### src/rtl/uart_rx_fifo.sv
// Receive-side FIFO behind the UART receiver: buffers {error, data} frames,
// presents them first-word-fall-through, and tracks overflow and frame errors.
module uart_rx_fifo #(
  parameter int DATA_WIDTH   = 8,
  parameter int DEPTH        = 16,
  parameter int DROP_ERRORED = 0
) (
  input  logic                    clk,
  input  logic                    rst,
  input  logic                    in_valid,
  input  logic [DATA_WIDTH-1:0]   in_data,
  input  logic                    in_error,
  output logic                    out_valid,
  input  logic                    out_ready,
  output logic [DATA_WIDTH-1:0]   out_data,
  output logic                    out_error,
  output logic [$clog2(DEPTH):0]  count,
  output logic                    full,
  output logic                    empty,
  output logic                    overflow,
  output logic [7:0]              err_count,
  input  logic                    stat_clr
);

  localparam int AW = $clog2(DEPTH);
  localparam int CW = AW + 1;
  localparam logic [CW-1:0] DEPTH_C = CW'(DEPTH);

  logic [DATA_WIDTH:0] mem [DEPTH];

  logic [AW-1:0] wr_ptr_q, wr_ptr_d;
  logic [AW-1:0] rd_ptr_q, rd_ptr_d;
  logic [CW-1:0] count_q, count_d;
  logic          overflow_q, overflow_d;
  logic [7:0]    err_count_q, err_count_d;

  logic          push_req;
  logic          push;
  logic          pop;
  logic          ovf_evt;
  logic          err_evt;
  logic          full_w;
  logic          empty_w;
  logic [DATA_WIDTH:0] head;

  assign full_w  = (count_q == DEPTH_C);
  assign empty_w = (count_q == '0);

  // A full FIFO still accepts a frame when the head leaves in the same cycle.
  assign push_req = in_valid && !((DROP_ERRORED != 0) && in_error);
  assign pop      = !empty_w && out_ready;
  assign push     = push_req && (!full_w || pop);
  assign ovf_evt  = push_req && full_w && !pop;
  assign err_evt  = in_valid && in_error;

  always_comb begin
    wr_ptr_d = wr_ptr_q;
    rd_ptr_d = rd_ptr_q;
    count_d  = count_q;
    if (push) begin
      wr_ptr_d = wr_ptr_q + 1'b1;
    end
    if (pop) begin
      rd_ptr_d = rd_ptr_q + 1'b1;
    end
    if (push && !pop) begin
      count_d = count_q + 1'b1;
    end else if (pop && !push) begin
      count_d = count_q - 1'b1;
    end
  end

  // Status events take priority over a coincident clear.
  always_comb begin
    overflow_d  = overflow_q;
    err_count_d = err_count_q;
    if (ovf_evt) begin
      overflow_d = 1'b1;
    end else if (stat_clr) begin
      overflow_d = 1'b0;
    end
    if (err_evt) begin
      if (stat_clr) begin
        err_count_d = 8'd1;
      end else if (err_count_q != 8'hFF) begin
        err_count_d = err_count_q + 8'd1;
      end
    end else if (stat_clr) begin
      err_count_d = 8'd0;
    end
  end

  always_ff @(posedge clk or posedge rst) begin
    if (rst) begin
      wr_ptr_q    <= '0;
      rd_ptr_q    <= '0;
      count_q     <= '0;
      overflow_q  <= 1'b0;
      err_count_q <= 8'd0;
    end else begin
      wr_ptr_q    <= wr_ptr_d;
      rd_ptr_q    <= rd_ptr_d;
      count_q     <= count_d;
      overflow_q  <= overflow_d;
      err_count_q <= err_count_d;
    end
  end

  // Storage is deliberately not reset; validity is tracked by count_q alone.
  always_ff @(posedge clk) begin
    if (push) begin
      mem[wr_ptr_q] <= {in_error, in_data};
    end
  end

  assign head      = mem[rd_ptr_q];
  assign out_valid = !empty_w;
  assign out_data  = empty_w ? '0 : head[DATA_WIDTH-1:0];
  assign out_error = empty_w ? 1'b0 : head[DATA_WIDTH];
  assign count     = count_q;
  assign full      = full_w;
  assign empty     = empty_w;
  assign overflow  = overflow_q;
  assign err_count = err_count_q;

endmodule
### config.mk
export PLATFORM = sky130hd
export DESIGN_NAME = uart_rx_fifo
export DESIGN_NICKNAME = d
export VERILOG_FILES = /design/src/rtl/uart_rx_fifo.sv
export SDC_FILE = /design/constraint.sdc
export NUM_CORES = 1
export LEC_CHECK = 0
export ABC_AREA = 1
export BUFFER_PORTS_ARGS = -buffer_cell sky130_fd_sc_hd__buf_4
export CAP_MARGIN = 0
export CORE_AREA = 2 2 113 115
export CTS_BUF_LIST = sky130_fd_sc_hd__clkbuf_4 sky130_fd_sc_hd__clkbuf_8
export CTS_CLUSTER_DIAMETER = 100
export DETAILED_ROUTE_END_ITERATION = 7
export DIE_AREA = 0 0 115 117
export HOLD_SLACK_MARGIN = 0.08
export PLACE_DENSITY = 0.74
export RECOVER_POWER = 100
export REMOVE_ABC_BUFFERS = 1
export SLEW_MARGIN = 10
export SYNTH_ARGS = -nofsm -noshare
export SYNTH_HDL_FRONTEND = slang
export SYNTH_SLANG_ARGS = --single-unit
### constraint.sdc
create_clock -name clk -period 2.9 [get_ports clk]
set_clock_uncertainty 0.05 [all_clocks]
set_input_delay 0.145 -clock clk [delete_from_list [all_inputs] [get_ports clk]]
set_output_delay 0.145 -clock clk [all_outputs]
set_load 0.05 [all_outputs]
## Word level (Yosys, flattened, before mapping)

Memories as Yosys holds them, arrays and structs flattened.
Index checks and enable logic that the tools add are counted.

- Flip-flop bits (word level): 22
- Output and inout port bits: 26
- Memories kept: 1
- Bits in writable memories: 144
- Bits of input ports: 14
- Word-level logic and storage cells: 43

Memory list:

| name | words | bits a word | read ports | clocked after Yosys merged registers in | wr ports | RTL line | text |
|---|---|---|---|---|---|---|---|
| mem | 16 | 9 | 1 | 0 | 1 | 29 | `logic [DATA_WIDTH:0] mem [DEPTH];` |

- Add/sub/neg operators: 5
- Eq/ne operators: 2
- Reductions and logical operators: 18
- Multiplexer cells: 12

Operator list:

| operator | number |
|---|---|
| 8-bit 2-to-1 mux | 5 |
| 5-bit 2-to-1 mux | 2 |
| 4-bit by 1-bit adder with 4-bit output, second input constant | 2 |
| 8-bit by 1-bit adder with 8-bit output, second input constant | 1 |
| 8-bit inequality test, second input constant | 1 |
| 2-bit nonzero test | 4 |
| 1-bit logical AND | 7 |
| 5-bit by 1-bit adder with 5-bit output, second input constant | 1 |
| 5-bit == test, second input constant | 1 |
| 5-bit zero test | 1 |
| 1-bit 2-to-1 mux | 5 |
| 5-bit by 1-bit subtractor with 5-bit output, second input constant | 1 |
| 1-bit zero test | 4 |
| 2-bit AND reduction | 1 |
| 1-bit logical OR | 1 |

## Depth between registers and ports, before layout

- Depth after elaboration: 9
- Mapped depth: 14
- Depth with buffers taken out: 14

## Worst setup path after synthesis

No wires, ideal clock.

- Kind: register to register
- Start: reg count_q[0], in the netlist count[0]
- End: reg count_q[4], in the netlist count[4]
- Data required time: 2.784 ns
- Path slack: 0.043 ns
- Cell stages (with the launch flop): 15
- Arrival time: 2.741 ns
- Path buffers: 1
- Setup time: 0.066 ns
- Cells stage by stage: dfrtp_1 nor2_1 nand2_1 nor2_2 a21boi_2 buf_4 ha_1 inv_1 ha_1 nand2_1 nand2_1 a21oi_1 xor2_1 nand2_1 nand2_1

- Elaborated cells between the ends (all ways): 16
- Classes of those cells: add/sub: 2; eq/ne: 1; mux: 2; reduce/logical: 11

RTL lines:

| what | RTL line | text |
|---|---|---|
| start: declaration | 33 | `logic [CW-1:0] count_q, count_d;` |
| start signal: assignment | 103 | `count_q <= count_d;` |
| 5-bit == test * | 46 | `assign full_w = (count_q == DEPTH_C);` |
| net full | 18 | `output logic full,` |
| 1-bit zero test * | 52 | `assign push = push_req && (!full_w \|\| pop);` |
| 1-bit logical OR * | 52 |  |
| 1-bit logical AND * | 52 |  |
| net push | 38 | `logic push;` |
| 1-bit zero test | 68 | `end else if (pop && !push) begin` |
| 1-bit logical AND | 68 |  |
| 2-bit nonzero test (no line) | -- |  |

The timed path passes the listed nets; every way through them passes the cells marked *. The select of a mux whose other input is x is not followed.
A chain may end at the register's enable or synchronous reset.

## Worst setup path in the final report

- Start: reg rd_ptr_q[1]
- End: out out_data[5]

- Longest elaborated chain between the ends: 2

Ends and longest elaborated chain:

| what | RTL line | text |
|---|---|---|
| start: declaration | 32 | `logic [AW-1:0] rd_ptr_q, rd_ptr_d;` |
| start signal: assignment | 102 | `rd_ptr_q <= rd_ptr_d;` |
| memory 16 x 9 bit | -- |  |
| 8-bit 2-to-1 mux | 118 | `assign out_data = empty_w ? '0 : head[DATA_WIDTH-1:0];` |
| end: declaration | 15 | `output logic [DATA_WIDTH-1:0] out_data,` |

No other way between the ends.

==> results.md <==
- Status: finished, final reports clean
- Die area: 0.0135 mm2
- CTS tree: yes
- CTS Buf Count: 17
- H-tree Lvls: 4
- CTS Buffer Depth: 2
- P_leak: 3.14 nW
- Power density over the cells: 1030 mW/mm2
- Period utilisation layout: 94.0%
- Mapped cell area: 0.00720 mm2
- Vias in the first global route: 4633
- Startpoint types: register
- First-pass GRT wire length: 24.6 mm
- Peak supply drop: 897 uV
- RD Place Congestion: 0.863
- End-of-flow core utilization: 65.3%
- Register area share after synthesis: 67.7%
- Initial DRC count: 615
- Clock slew at reported path FFs: 0.08 ns
- Distinct cell type count after synthesis: 30
- Final net count: 739
- Flop2flop setup slack: 0.36 ns
- Top-area cell type share of the netlist area: 60.1%
- GRT overflow: 0
- # DRC: 0
- Largest net degree at the start of global routing: 75
- Die H: 117 um
- Hold WC Path Type: primary input to asynchronous set/reset pin
- Final min period: 2.73 ns
- Core Region: 0.0123 mm2
- Antenna violations before repair: 0
- Slew Viols, Final: 0
- Synth top area cells: edfxtp_1, nand2_1, nand3_1
- Num rows: 41
- Initial Util: 58.5%
- Buffers added on ports: 39
- Setup WS post-layout: 0.173 ns
- Slew headroom: 39.2%
- Data required time of the worst path: 2.71 ns
- Die width: 115 um
- Crit path kind: register to primary output
- Top fanout value on the critical path: 37
- Post-synth top flop: edfxtp_1
- Yosys warnings: 0
- Post-placement cell count: 830
- Drt pass-1 iters: 5
- CTS sink cnt: 166
- Yosys top cell by area: edfxtp_1
- DP Wirelength: 9.99 mm
- Worst Setup End Kind: primary output
- Vias per cell: 5.75
- PnR Total Power: 8.25 mW
- WHS: 0.372 ns
- Final setup violation count: 0
- # IOs: 40
- Area delta synth->final: 11.6%
- RSZ-0062 raised after global routing: no
- Final hold vios: 0
- #FFs+latches synth: 166
- Fmax: 367 MHz
- Clk_lat worst skew: 0.45 ns
- Worst Tran Pin Value: 0.912 ns
- DR vias: 5040
- Setup bufs post-CTS: 0
- Number of diodes: 0
- Final Non-Filler Cells: 877
- Post-synth EDFFs: 144
- Root buffer cell: clkbuf_8
- Fillers: 944
- Mapped Cells: 649
- Asr flop ratio synth: 13.3%
- Share of post-route cells with drive strength above 1: 9.35%
- Most common cell in the netlist: nand2_1
- PostCTS Resize Cnt: 0
- Pre-CTS WS: 0.508 ns
- Syn avg cell area: 11.1 um2
- Arrival @ worst endpoint: 2.53 ns
- Top cells by count, synth: nand2_1, edfxtp_1, nand3_1
- Average wire per standard cell: 18.0 um
- Detailed Route WL: 15.8 mm
- Max cap viols: 0
- Post-DRT Antenna Nets: 0
- GRT Util Overall: 25.0%
timing repair:
action,in CTS,in global routing
hold buffers,15,0
endpoints found under the setup margin,0,0
hold endpoints to repair,175,0
per-layer routing:
metal	vias to the layer above	routed length [um]	global-route usage [%]
met2	260	7650	38.9
met1	2397	6400	34.8
met3	32	1350	4.74
li1	2351	-	-
met5	-	0	0
met4	0	413	11.2
sequential cells by signal, indices dropped and copies added (netlist names):
register and flops:
mem 144, err_count 8, count 5, rd_ptr_q 4, wr_ptr_q 4, overflow 1
stage by stage:
step / cell area, um2 / TNS (ns)
floorplan: 7000 / -7.65
global placement: 7640 / 0
detailed placement: 7640 / 0
CTS: 8200 / 0
global route: 8040 / 0
finish: 8040 / 0
worst max-delay path: stages (launching register included):
cell      delay [ns]
dfrtp_1         0.40
buf_4           0.22
inv_2           0.56
nand3_1         0.23
nand3_1         0.19
nand2_1         0.11
nand2_1         0.09
a21oi_2         0.06
clkbuf_4        0.21
final timing paths:
| path | endpoint | start | depth (start not counted) |
|---|---|---|---|
| min in group clk | overflow | overflow | 2 |
| max in group asynchronous | rd_ptr_q[0] | rst | 3 |
| hold / removal | count[1] | rst | 3 |
| setup reg to reg | mem[12][2] | count[0] | 7 |
| hold reg to reg | overflow | overflow | 2 |
| setup / recovery | out_data[5] | rd_ptr_q[1] | 8 |
power by group:
part,switching [mW],internal [mW],total (mW)
logic,2.56,0.957,3.51
clock network,0.793,0.893,1.69
registers,0.160,2.89,3.05
total,3.51,4.74,8.25
logic make-up (layout without fill, tap and decap cells):
kind of cell	after synthesis	after routing	share of synthesized area [%]
adders and majority gates	11	11	2.02
and+or+nand+nor	382	382	22.5
DFF	166	166	67.7
buffers and inverters	55	133	4.22
xor gates and xnor gates	9	9	1.09
AOI/OAI and AO/OA	26	26	2.43
layout by cell type (no fill, tap or decap), types with 4 or more instances in the layout:
cell type,n
nor2_1,28
inv_1,23
clkbuf_1,38
a21oi_1,4
dlygate4sd3_1,15
ha_1,10
o21ai_0,6
buf_4,12
clkbuf_4,4
o21ai_1,4
a21oi_2,8
dfrtp_1,21
edfxtp_1,144
nand3_1,119
clkinv_2,5
clkbuf_8,23
nand2_1,230
xor2_1,8
area by class of cell:
type	instances	area, um2	area share, %
Inverter	27	101	1.26
Clock buffer	23	317	3.94
Multi-Input combinational cell	428	2010	25.0
Clock inverter	9	96.3	1.20
Tap cell	150	188	2.34
Sequential cell	166	4880	60.7
Timing Repair Buffer	74	453	5.64
Power figures use the tool's default switching activity.
